File: src/rtl/hit_registrar_pkg.sv
// Shared types and defaults for the hit registrar.
// State encoding is visible on state_out for debug.
package hit_registrar_pkg;

  typedef enum logic [2:0] {
    ST_IDLE     = 3'd0,
    ST_CONFIRM  = 3'd1,
    ST_COOLDOWN = 3'd2,
    ST_REARM    = 3'd3,
    ST_WON      = 3'd4
  } hit_state_t;

  localparam int DEF_CONFIRM_FRAMES  = 2;
  localparam int DEF_COOLDOWN_FRAMES = 30;
  localparam int DEF_WIN_SCORE       = 5;
  localparam int DEF_SCORE_WIDTH     = 4;
  localparam int CNT_W               = 8;

endpackage

File: src/rtl/hit_registrar_frame_counter.sv
// Loadable frame down-counter with zero/one flags.
// Shared between the confirm streak and the cooldown window.
module hit_registrar_frame_counter
  import hit_registrar_pkg::*;
#(
  parameter int W = CNT_W
) (
  input  logic         clk_in,
  input  logic         rst_in,
  input  logic         load_in,
  input  logic [W-1:0] load_val_in,
  input  logic         dec_in,
  output logic         zero_out,
  output logic         one_out
);

  logic [W-1:0] cnt_q;
  logic [W-1:0] cnt_d;

  always_comb begin
    cnt_d = cnt_q;
    if (load_in) begin
      cnt_d = load_val_in;
    end else if (dec_in && cnt_q != '0) begin
      cnt_d = cnt_q - W'(1);
    end
  end

  always_ff @(posedge clk_in or posedge rst_in) begin
    if (rst_in) begin
      cnt_q <= '0;
    end else begin
      cnt_q <= cnt_d;
    end
  end

  assign zero_out = (cnt_q == '0);
  assign one_out  = (cnt_q == W'(1));

endmodule

File: src/rtl/hit_registrar.sv
// Debounced hit registration FSM with cooldown, re-arm,
// saturating round score and sticky win flag.
module hit_registrar
  import hit_registrar_pkg::*;
#(
  parameter int CONFIRM_FRAMES  = DEF_CONFIRM_FRAMES,
  parameter int COOLDOWN_FRAMES = DEF_COOLDOWN_FRAMES,
  parameter int WIN_SCORE       = DEF_WIN_SCORE,
  parameter int SCORE_WIDTH     = DEF_SCORE_WIDTH
) (
  input  logic                   clk_in,
  input  logic                   rst_in,
  input  logic                   frame_tick_in,
  input  logic                   is_intersecting_in,
  input  logic                   swing_valid_in,
  input  logic                   round_reset_in,
  output logic                   hit_out,
  output logic [SCORE_WIDTH-1:0] score_out,
  output logic                   cooldown_out,
  output logic                   won_out,
  output logic [2:0]             state_out
);

  localparam logic [SCORE_WIDTH-1:0] SCORE_MAX = {SCORE_WIDTH{1'b1}};
  localparam logic [SCORE_WIDTH-1:0] WIN_VAL   = SCORE_WIDTH'(WIN_SCORE);

  hit_state_t             state_q, state_d;
  logic [SCORE_WIDTH-1:0] score_q, score_d;
  logic                   hit_q, hit_d;

  logic                   frame_hit;
  logic                   reg_hit;
  logic [SCORE_WIDTH-1:0] score_inc;
  logic                   cnt_load;
  logic [CNT_W-1:0]       cnt_val;
  logic                   cnt_dec;
  logic                   cnt_zero;
  logic                   cnt_one;

  assign frame_hit = frame_tick_in & swing_valid_in & is_intersecting_in;
  assign score_inc = (score_q == SCORE_MAX) ? score_q
                                            : score_q + SCORE_WIDTH'(1);

  // In CONFIRM the counter holds the frames still needed.
  always_comb begin
    state_d  = state_q;
    score_d  = score_q;
    hit_d    = 1'b0;
    reg_hit  = 1'b0;
    cnt_load = 1'b0;
    cnt_val  = '0;
    cnt_dec  = 1'b0;
    if (round_reset_in) begin
      state_d  = ST_IDLE;
      score_d  = '0;
      cnt_load = 1'b1;
    end else if (frame_tick_in) begin
      unique case (state_q)
        ST_IDLE: begin
          if (frame_hit) begin
            if (CONFIRM_FRAMES == 1) begin
              reg_hit = 1'b1;
            end else begin
              state_d  = ST_CONFIRM;
              cnt_load = 1'b1;
              cnt_val  = CNT_W'(CONFIRM_FRAMES - 1);
            end
          end
        end
        ST_CONFIRM: begin
          if (!frame_hit) begin
            state_d  = ST_IDLE;
            cnt_load = 1'b1;
          end else if (cnt_one || cnt_zero) begin
            reg_hit = 1'b1;
          end else begin
            cnt_dec = 1'b1;
          end
        end
        ST_COOLDOWN: begin
          cnt_dec = 1'b1;
          if (cnt_one || cnt_zero) begin
            state_d = ST_REARM;
          end
        end
        ST_REARM: begin
          if (!frame_hit) begin
            state_d = ST_IDLE;
          end
        end
        ST_WON: begin
          state_d = ST_WON;
        end
        default: begin
          state_d  = ST_IDLE;
          cnt_load = 1'b1;
        end
      endcase
      if (reg_hit) begin
        hit_d    = 1'b1;
        score_d  = score_inc;
        cnt_load = 1'b1;
        if (score_inc == WIN_VAL) begin
          state_d = ST_WON;
        end else if (COOLDOWN_FRAMES == 0) begin
          state_d = ST_REARM;
        end else begin
          state_d = ST_COOLDOWN;
          cnt_val = CNT_W'(COOLDOWN_FRAMES);
        end
      end
    end
  end

  always_ff @(posedge clk_in or posedge rst_in) begin
    if (rst_in) begin
      state_q <= ST_IDLE;
      score_q <= '0;
      hit_q   <= 1'b0;
    end else begin
      state_q <= state_d;
      score_q <= score_d;
      hit_q   <= hit_d;
    end
  end

  hit_registrar_frame_counter #(
    .W (CNT_W)
  ) u_frame_counter (
    .clk_in      (clk_in),
    .rst_in      (rst_in),
    .load_in     (cnt_load),
    .load_val_in (cnt_val),
    .dec_in      (cnt_dec),
    .zero_out    (cnt_zero),
    .one_out     (cnt_one)
  );

  assign hit_out      = hit_q;
  assign score_out    = score_q;
  assign cooldown_out = (state_q == ST_COOLDOWN);
  assign won_out      = (state_q == ST_WON);
  assign state_out    = state_q;

endmodule

File: config.mk
export PLATFORM = sky130hd
export DESIGN_NAME = hit_registrar
export DESIGN_NICKNAME = d
export VERILOG_FILES = /design/src/rtl/hit_registrar_pkg.sv /design/src/rtl/hit_registrar_frame_counter.sv /design/src/rtl/hit_registrar.sv
export SDC_FILE = /design/constraint.sdc
export NUM_CORES = 1
export LEC_CHECK = 0
export BUFFER_PORTS_ARGS = -buffer_cell sky130_fd_sc_hd__buf_2
export CAP_MARGIN = 20
export CORE_ASPECT_RATIO = 1.1
export CORE_MARGIN = 3
export CORE_UTILIZATION = 55
export DETAILED_ROUTE_END_ITERATION = 10
export MAX_ROUTING_LAYER = met4
export PLACE_DENSITY = 0.82
export SLEW_MARGIN = 20
export SYNTH_ARGS = -nofsm -noshare
export SYNTH_HDL_FRONTEND = slang
export SYNTH_HIERARCHICAL = 1
export SYNTH_SLANG_ARGS = --single-unit
File: constraint.sdc
create_clock -name clk_in -period 5.7 [get_ports clk_in]
set_input_delay 0 -clock clk_in [delete_from_list [all_inputs] [get_ports clk_in]]
set_output_delay 0 -clock clk_in [all_outputs]
set_load 0.05 [all_outputs]
# Yosys cells after proc, flatten, opt, wreduce, memory -nomap -nowiden
# Index checks and enable logic that the tools add are counted.
# word_totals
latch_bits,0
mem_count,0
reg_bits,16
ram_bits,0
word_cells,69
rom_bits,0
output_inout_bits,10
input_bits,6
# classes
reduce_logical,12
bitwise,2
magnitude_cmp,0
div_mod_pow,0
n_mul,0
eq_ne,10
add_sub_neg,2
shift,0
mux,39
# ops
cell,count
8-bit two-way mux,6
3-bit two-way mux,7
1-bit two-way mux,19
4-bit two-way mux,4
3-bit one-hot mux with 4 select lines,1
8-bit by 1-bit == test with 1-bit output (second input constant),1
8-bit logical NOT,1
8-bit nonzero test,1
8-bit by 1-bit subtractor with 8-bit output (second input constant),1
3-bit by 2-bit == test with 1-bit output (second input constant),2
2-bit nonzero test,3
4-bit by 1-bit adder with 4-bit output (second input constant),1
4-bit by 3-bit == test with 1-bit output (second input constant),1
4-bit == test (second input constant),1
4-bit by 2-bit inequality test with 1-bit output (second input constant),1
4-bit by 3-bit inequality test with 1-bit output (second input constant),1
4-bit inequality test (second input constant),1
4-bit AND reduction,1
3-bit by 1-bit == test with 1-bit output (second input constant),1
3-bit == test (second input constant),1
3-bit logical NOT,1
1-bit one-hot mux with 3 select lines,1
3-bit OR reduction,1
1-bit bitwise AND,2
5 further kinds,5

# Depth between registers and ports, before layout
# Gate-level depths: netlist of run 1.
# logic_depth
word_depth,11
ltp_mapped,12
depth_no_buf,11

# Hierarchy
# Netlist of run 1, hierarchy kept.
# by_module_without_submodules
module,seq_area_each_um2,n_inst,cells_per_inst,area_per_inst_um2
hit_registrar,200.2,1,74,610.6
hit_registrar_frame_counter,200.2,1,63,570.5

# Worst setup path before layout of run 1
# OpenSTA, ideal clock, no wires.
# synth_timing
path_kind,flip-flop to flip-flop
from,register u_frame_counter.cnt_q[0]
to,register u_frame_counter.cnt_q[7]
period_less_slack_ns,3.209
n_path_buf,0
path_stages_with_launch,12
required_ns,5.618
setup_ns,0.082
path_slack_ns,2.491
t_arrival_ns,3.127
cell_sequence,dfrtp_1 > inv_1 > ha_1 > or3b_2 > nor2_1 > nor2_1 > nand3_1 > o21ai_0 > nor4b_1 > or4b_1 > or4_1 > a31oi_1
# synth_between
word_cells_on_any_way,25
cone_classes,add/sub (1); eq/ne (1); mux (18); reduce/logical (5)
# synth_rtl
element,line_no,source
"start, declared",hit_registrar_frame_counter.sv:17,logic [W-1:0] cnt_q;
"start signal, assigned",hit_registrar_frame_counter.sv:33,cnt_q <= cnt_d;
8-bit logical NOT,hit_registrar_frame_counter.sv:37,assign zero_out = (cnt_q == '0);
net cnt_zero,hit_registrar.sv:37,logic cnt_zero;
1-bit logical OR,hit_registrar.sv:74,end else if (cnt_one || cnt_zero) begin
1-bit two-way mux,hit_registrar.sv:74,
1-bit two-way mux,hit_registrar.sv:71,if (!frame_hit) begin
1-bit one-hot mux with 2 select lines,hit_registrar.sv:58,unique case (state_q)
1-bit two-way mux,hit_registrar.sv:57,end else if (frame_tick_in) begin
1-bit two-way mux,hit_registrar.sv:53,if (round_reset_in) begin
net cnt_dec,hit_registrar.sv:36,logic cnt_dec;
1-bit logical AND,hit_registrar_frame_counter.sv:24,end else if (dec_in && cnt_q != '0) begin
2-bit nonzero test (no line),n/a,
# The timed path passes the listed nets, and every way through them passes these cells. The select of a mux whose other input is x is not followed.
# A chain may end at the register's enable or synchronous reset.

# Worst setup path after layout of run 1
# Same ends and word-level chain as after synthesis.

==> metrics.yaml, run 1 <==
grt:
  grt_pass1_vias: 998
  grt_max_degree: 15
  overflow: 0
  antenna_found_initial: 0
  grt_use_total: 0.2332
  grt_pass1_wl_mm: 4.602
sta:
  clock.fmax_ghz: 0.2952
  hold_viol: 0
  slew_violations: 0
  slew_headroom: 0.5204
  min_period_ns: 3.387
  tightestPinTransition_ns: 0.7128
  tns_ns: 0
  fin_crit_sh: 0.5943
  finalWorstSetupSlack_ns: 2.313
  skew_ns: 0.007537
  setup_viol: 0
  rsz0062_at_grt: "false"
synth:
  synth_largest_area_cell: "dfrtp_1"
  synth_top_cells_by_area: "dfrtp_1, ha_1, nor4b_1, nor2_1, o21ai_0"
  yosys.cell_types.count: 50
  netlist.area_leader.share: 0.3390
  synth-edff-count: 0
  ys_warn_count: 6
  ys_ff_latch: 16
  synthArstFlopShare: 1.000
  seq_area_frac_synth: 0.3390
  synth_common_cells: "dfrtp_1, nor2_1, inv_1, nand2_1, o21ai_0"
  synthesis.area_sq_um: 1181
  syn_area_per_cell_sq_um: 8.621
  synth_cells: 137
  synth_most_common_cell: "dfrtp_1"
  synth-main-ff-cell: "dfrtp_1"
setup_path:
  cpPeakStageDelay_ns: 0.57
  path_common_cell: "nor2_1"
  reg2reg_depth: 11
  cp_num_buf_inv: 1
  cp_top_family: "simple AND/OR/NAND/NOR gates"
  cp.required_ns: 5.91
  worstSetupEndpointType: "register"
  cp.depth: 11
  worst-setup-path-type: "register to register"
  rrSetupSlack_ns: 2.31
  regToRegStartpoint: "u_frame_counter/cnt_q[0]$_DFFE_PP0P_"
  path_cells: "inv_1 -> ha_1 -> or3b_2 -> nor2_1 -> nor2_1 -> nand3_1 -> o21ai_0 -> nor4b_2 -> or4b_1 -> or4_1 -> a31oi_1"
  critPathLaunchType: "register"
  crit_path_top_delay_cell: "or4b_1"
  cp_data_arrival_time_ns: 3.60
  cp_max_fo: 8
  r2r-end: "u_frame_counter/cnt_q[7]$_DFFE_PP0P_"
min_path:
  min_path_type: "input pin to register"
  hold_end: "score_out[3]$_DFFE_PP0P_"
  holdPathStages: 3
  hp-start: "frame_tick_in"
pwr:
  power.density_nw_per_um2: 176.5
  peakVddDrop_mv: 0.1572
  leakage_nw: 0.5577
finish:
  n_antenna_cell: 0
  drive_gt1_frac: 0.1753
  area_delta_synth_final_pct: 11.44
  fin_util: 0.6921
  nets: 166
floorplan:
  core_sq_um: 1902
  num_rows: 16
  die_y_um: 54.60
  die_x_um: 50.19
  num_io_pins: 16
  die-area_sq_um: 2740
  start_util: 0.6211
status:
  outcome: "complete, no violations"
clock_network:
  cts_made_buffers: 3
  cts.path.max_buffers: 2
  clock_latency_ns: 0.29
  cts_resized: 0
  clock_sinks: 16
  htree_levels: 1
  clk_pin_slew_ns: 0.10
  root_buffer: "clkbuf_4"
  tritoncts: "built"
routing:
  ant_nets: 0
  drc: 0
  wl_mm: 2.680
  drt_iter0_markers: 41
  drt_pass1_iterations: 4
  via_per_inst: 6.177
  vias: 1118
  post_drt_wl_per_cell_um: 14.81
placed_design:
  port_buffers: 15
  gp_congestion: 0.9317
  dp_slack_ns: 2.062
  hpwl_mm: 1.948
flow_run:
  maxCapViolCount: 0
how the worst max path moves through the flow:
stage	start	endpoint	slack [ns]
after global placement	u_frame_counter/cnt_q[0]$_DFFE_PP0P_	u_frame_counter/cnt_q[7]$_DFFE_PP0P_	2.23
after global routing	u_frame_counter/cnt_q[0]$_DFFE_PP0P_	u_frame_counter/cnt_q[7]$_DFFE_PP0P_	1.99
after floorplan	u_frame_counter/cnt_q[0]$_DFFE_PP0P_	u_frame_counter/cnt_q[7]$_DFFE_PP0P_	2.49
after CTS	u_frame_counter/cnt_q[0]$_DFFE_PP0P_	u_frame_counter/cnt_q[7]$_DFFE_PP0P_	1.99
final	u_frame_counter/cnt_q[0]$_DFFE_PP0P_	u_frame_counter/cnt_q[7]$_DFFE_PP0P_	2.31
after detailed placement	u_frame_counter/cnt_q[0]$_DFFE_PP0P_	u_frame_counter/cnt_q[7]$_DFFE_PP0P_	2.06
per-stage QoR:
stage / cells / instance area [sq um] / power, W / hold slack, ns
after floorplan: 139 / 1189 / 0.0001495 / -0.1843
after global placement: 175 / 1254 / 0.0001560 / -0.02922
after detailed placement: 175 / 1254 / 0.0001573 / -0.02612
after CTS: 181 / 1310 / 0.0002346 / 0.05346
after global routing: 181 / 1316 / 0.0002445 / 0.06838
final: 181 / 1316 / 0.0002324 / 0.06352
state kept, by name (all words and copies together) (netlist names):
register and count:
hit_out 1, score_out 4, state_out 3, u_frame_counter/cnt_q 8
worst min-delay path, stage by stage:
cell,delay (ns)
buf_2,0.16
o31ai_1,0.09
a211oi_1,0.07
where the power goes:
part	total, W	leakage [nW]	internal [W]	switching, W
clock network	0.0000753	0.0210	0.0000389	0.0000363
logic	0.0000336	0.323	0.0000127	0.0000209
registers	0.000123	0.214	0.000117	0.00000611
total	0.000232	0.558	0.000169	0.0000634
cells in the final DEF (no fill, tap or decap), types with 4 or more instances in the layout:
cell	instances
dfrtp_1	16
buf_2	15
nor2_1	11
inv_1	10
nand2_1	8
o21ai_0	8
a21oi_1	6
a31oi_1	6
nand3_1	6
ha_1	5
nor4b_1	4
logic make-up after synthesis:
| group | count (synthesis) | synth area share |
|---|---|---|
| adders and majority gates | 5 | 0.05297 |
| buffers and inverters | 18 | 0.07838 |
| DFF | 16 | 0.3390 |
| and+or+nand+nor | 56 | 0.2818 |
| AOI/OAI and AO/OA | 40 | 0.2373 |
| xor gates and xnor gates | 1 | 0.007417 |
| other | 1 | 0.003175 |
area by class of cell:
cell class	count	area [sq um]
Fill cell	159	585.6
Timing Repair Buffer	18	102.6
Sequential cell	16	400.4
Tap cell	27	33.78
Multi-Input combinational cell	105	701.9
Inverter	11	41.29
Clock buffer	4	36.28
what timing repair did:
action,in CTS,in global routing
hold buffers,2,0
buffers inserted,0,0
endpoints found under the hold margin,21,0
routing by layer:
| metal | wire [um] | global-route usage |
|---|---|---|
| met2 | 1204 | 0.3478 |
| met1 | 1265 | 0.3085 |
| met5 | 0 | - |
| met4 | 27 | 0.07834 |
| met3 | 182 | 0.05995 |
Power figures use the tool's default switching activity.
==> inputs of run 2 (changes only) <==
ABC_AREA = 1   (was not set)
CORE_UTILIZATION = 52   (was 55)
PLACE_DENSITY = 0.8   (was 0.82)
clock period = 2.8 ns   (was 5.7 ns; I/O delays follow)
==> run 2 against run 1 <==
- synthesized cell count grew 45%
- via count is 17% higher
- die area grew 20%
- first-iteration DRC count rose by 49%
- clock skew is 0.00080 ns lower
- sequential share of layout area is 4.1 points lower
- clock power is 100% higher
- count of clock-buffer cells in the layout unchanged
==> metrics.yaml, run 2 <==
finish:
  area_delta_synth_final_pct: 11.54
  layout.cells.non_filler: 250
  mostFrequentLayoutCells: "nand2_1, inv_1, nand3_1"
  drive_gt1_frac: 0.2273
  fin_util: 0.6444
  nets: 232
  largest_register: "u_frame_counter/cnt_q"
  final_common_cell: "nand2_1"
  largest_register_ffs: 8
  n_antenna_cell: 0
clock_network:
  clock_latency_ns: 0.28
  cts_made_buffers: 3
  cts-hold-fix-buffers: 1
  htree_levels: 1
  clk_pin_slew_ns: 0.10
  root_buffer: "clkbuf_4"
  clock_sinks: 16
  postCtsSetupBuffers: 0
  cts.path.max_buffers: 2
  cts_resized: 0
  tritoncts: "built"
setup_path:
  worst-setup-path-type: "register to register"
  r2r-end: "u_frame_counter/cnt_q[5]$_DFFE_PP0P_"
  crit_path_top_delay_cell: "dfrtp_1"
  regToRegStartpoint: "u_frame_counter/cnt_q[0]$_DFFE_PP0P_"
  reg2reg_depth: 14
  cp.required_ns: 2.99
  cpPeakStageDelay_ns: 0.40
  cp_data_arrival_time_ns: 2.57
  worstSetupEndpointType: "register"
  path_cells: "inv_1 -> ha_1 -> nand2_4 -> nor2_1 -> nor2_2 -> nor2_1 -> nand2_2 -> nand2_1 -> inv_1 -> o21ai_0 -> bufinv_8 -> or2_1 -> nand3_2 -> nand2_1"
  rrSetupSlack_ns: 0.42
  cp_max_fo: 10
  critPathLaunchType: "register"
floorplan:
  num_io_pins: 16
  num_rows: 18
  core_sq_um: 2365
  die_y_um: 59.76
  die_x_um: 54.88
  start_util: 0.5778
  die-area_sq_um: 3279
routing:
  post_drt_wl_per_cell_um: 11.36
  drt_pass1_iterations: 4
  via_per_inst: 5.252
  drc: 0
  ant_nets: 0
  wl_mm: 2.840
  drt_iter0_markers: 61
  vias: 1313
grt:
  overflow: 0
  grt.met1_usage: 0.2928
  grt_pass1_vias: 1224
  met3_usage: 0.01746
  grt_busiest_layer: "met2"
  antenna_found_initial: 0
  grt_pass1_wl_mm: 5.175
  grtUsageMet2: 0.3277
  grt_max_degree: 12
  grt_use_total: 0.2150
sta:
  clock.fmax_ghz: 0.4208
  min_period_ns: 2.377
  fin_crit_sh: 0.8488
  slew_violations: 0
  hold_viol: 0
  finalWorstSetupSlack_ns: 0.4234
  tns_ns: 0
  skew_ns: 0.006739
  setup_viol: 0
  rsz0062_at_grt: "false"
pwr:
  leakage_nw: 0.8227
  power.density_nw_per_um2: 642.3
  peakVddDrop_mv: 0.5196
synth:
  synth_most_common_cell: "nand2_1"
  synth_top_cells_by_area: "dfrtp_1, nand2_1, nand3_1, inv_1, nor2_1"
  seq_area_frac_synth: 0.2930
  ys_ff_latch: 16
  synth_compound_area_frac: 0.1108
  netlist.area_leader.share: 0.2930
  synth_largest_area_cell: "dfrtp_1"
  yosys.cell_types.count: 28
  synth_mux_area_frac: 0
  synth_common_cells: "nand2_1, inv_1, nand3_1, nor2_1, dfrtp_1"
  syn_area_per_cell_sq_um: 6.866
  synth-edff-count: 0
  synthSimpleGateAreaFrac: 0.4396
  synth-xor-area-share: 0.006410
  synth-main-ff-cell: "dfrtp_1"
  ys_warn_count: 6
  synthesis.area_sq_um: 1366
  synth_top_family_by_area: "simple AND/OR/NAND/NOR gates"
  synth-adder-area-share: 0.04579
  synth_cells: 199
  synthArstFlopShare: 1.000
placed_design:
  port_buffers: 15
  dp_slack_ns: 0.4581
  hpwl_mm: 2.327
  place_inst: 245
  gp_congestion: 0.9894
min_path:
  hp-start: "frame_tick_in"
  min_path_type: "input pin to register"
  holdPathStages: 3
  hold_end: "hit_out$_DFF_PP0_"
flow_run:
  maxCapViolCount: 0
status:
  outcome: "complete, no violations"
[run 2: cell type report]
class / count / area [sq um]
Clock buffer: 4 / 36.28
Fill cell: 207 / 840.8
Inverter: 29 / 122.6
Multi-Input combinational cell: 154 / 834.6
Sequential cell: 16 / 400.4
Tap cell: 30 / 37.54
Timing Repair Buffer: 17 / 92.59
[run 2: per-stage QoR]
stage | total power (W) | instance area [sq um] | hold WS (ns)
after floorplan | 0.0007265 | 1374 | -0.1843
after CTS | 0.0009765 | 1524 | 0.06148
after detailed placement | 0.0008214 | 1478 | -0.03052
after global placement | 0.0008072 | 1478 | -0.03602
final | 0.0009788 | 1524 | 0.06827
after global routing | 0.001079 | 1524 | 0.06506
[run 2: worst max-delay path by stage]
stage	from	slack, ns	depth (start not counted)	endpoint
floorplan	u_frame_counter/cnt_q[0]$_DFFE_PP0P_	0.63	14	u_frame_counter/cnt_q[5]$_DFFE_PP0P_
global placement	u_frame_counter/cnt_q[0]$_DFFE_PP0P_	0.54	14	u_frame_counter/cnt_q[5]$_DFFE_PP0P_
detailed placement	u_frame_counter/cnt_q[0]$_DFFE_PP0P_	0.46	14	u_frame_counter/cnt_q[5]$_DFFE_PP0P_
CTS	u_frame_counter/cnt_q[0]$_DFFE_PP0P_	0.44	14	u_frame_counter/cnt_q[5]$_DFFE_PP0P_
global route	u_frame_counter/cnt_q[0]$_DFFE_PP0P_	0.19	14	u_frame_counter/cnt_q[7]$_DFFE_PP0P_
finish	u_frame_counter/cnt_q[0]$_DFFE_PP0P_	0.42	14	u_frame_counter/cnt_q[5]$_DFFE_PP0P_
[run 2: power breakdown]
part	switching, W	internal [W]	total [W]
registers	0.0000605	0.000273	0.000333
clock network	0.0000735	0.0000791	0.000153
logic	0.000322	0.000171	0.000493
[run 2: critical path, delay by kind of cell, from the launching register on]
| kind | cells | cell delay [ns] |
|---|---|---|
| simple gates | 9 | 1.04 |
| flops | 1 | 0.40 |
| compound gates | 1 | 0.10 |
| buf+inv | 3 | 0.50 |
| fa+ha+maj | 1 | 0.23 |
[run 2: kinds of logic after synthesis]
logic type      after synthesis
flops                        16
xor+xnor                      1
simple gates                124
compound gates               21
fa+ha+maj                     5
other cells                   1
buf+inv                      31
[run 2: layer usage]
layer / vias to the layer above / wire (um) / part of all wire
met5: - / 0 / 0
met2: 49 / 1338 / 0.47
met4: 0 / 6 / 0.0021
met1: 585 / 1322 / 0.47
met3: 2 / 173 / 0.061
li1: 677 / - / -
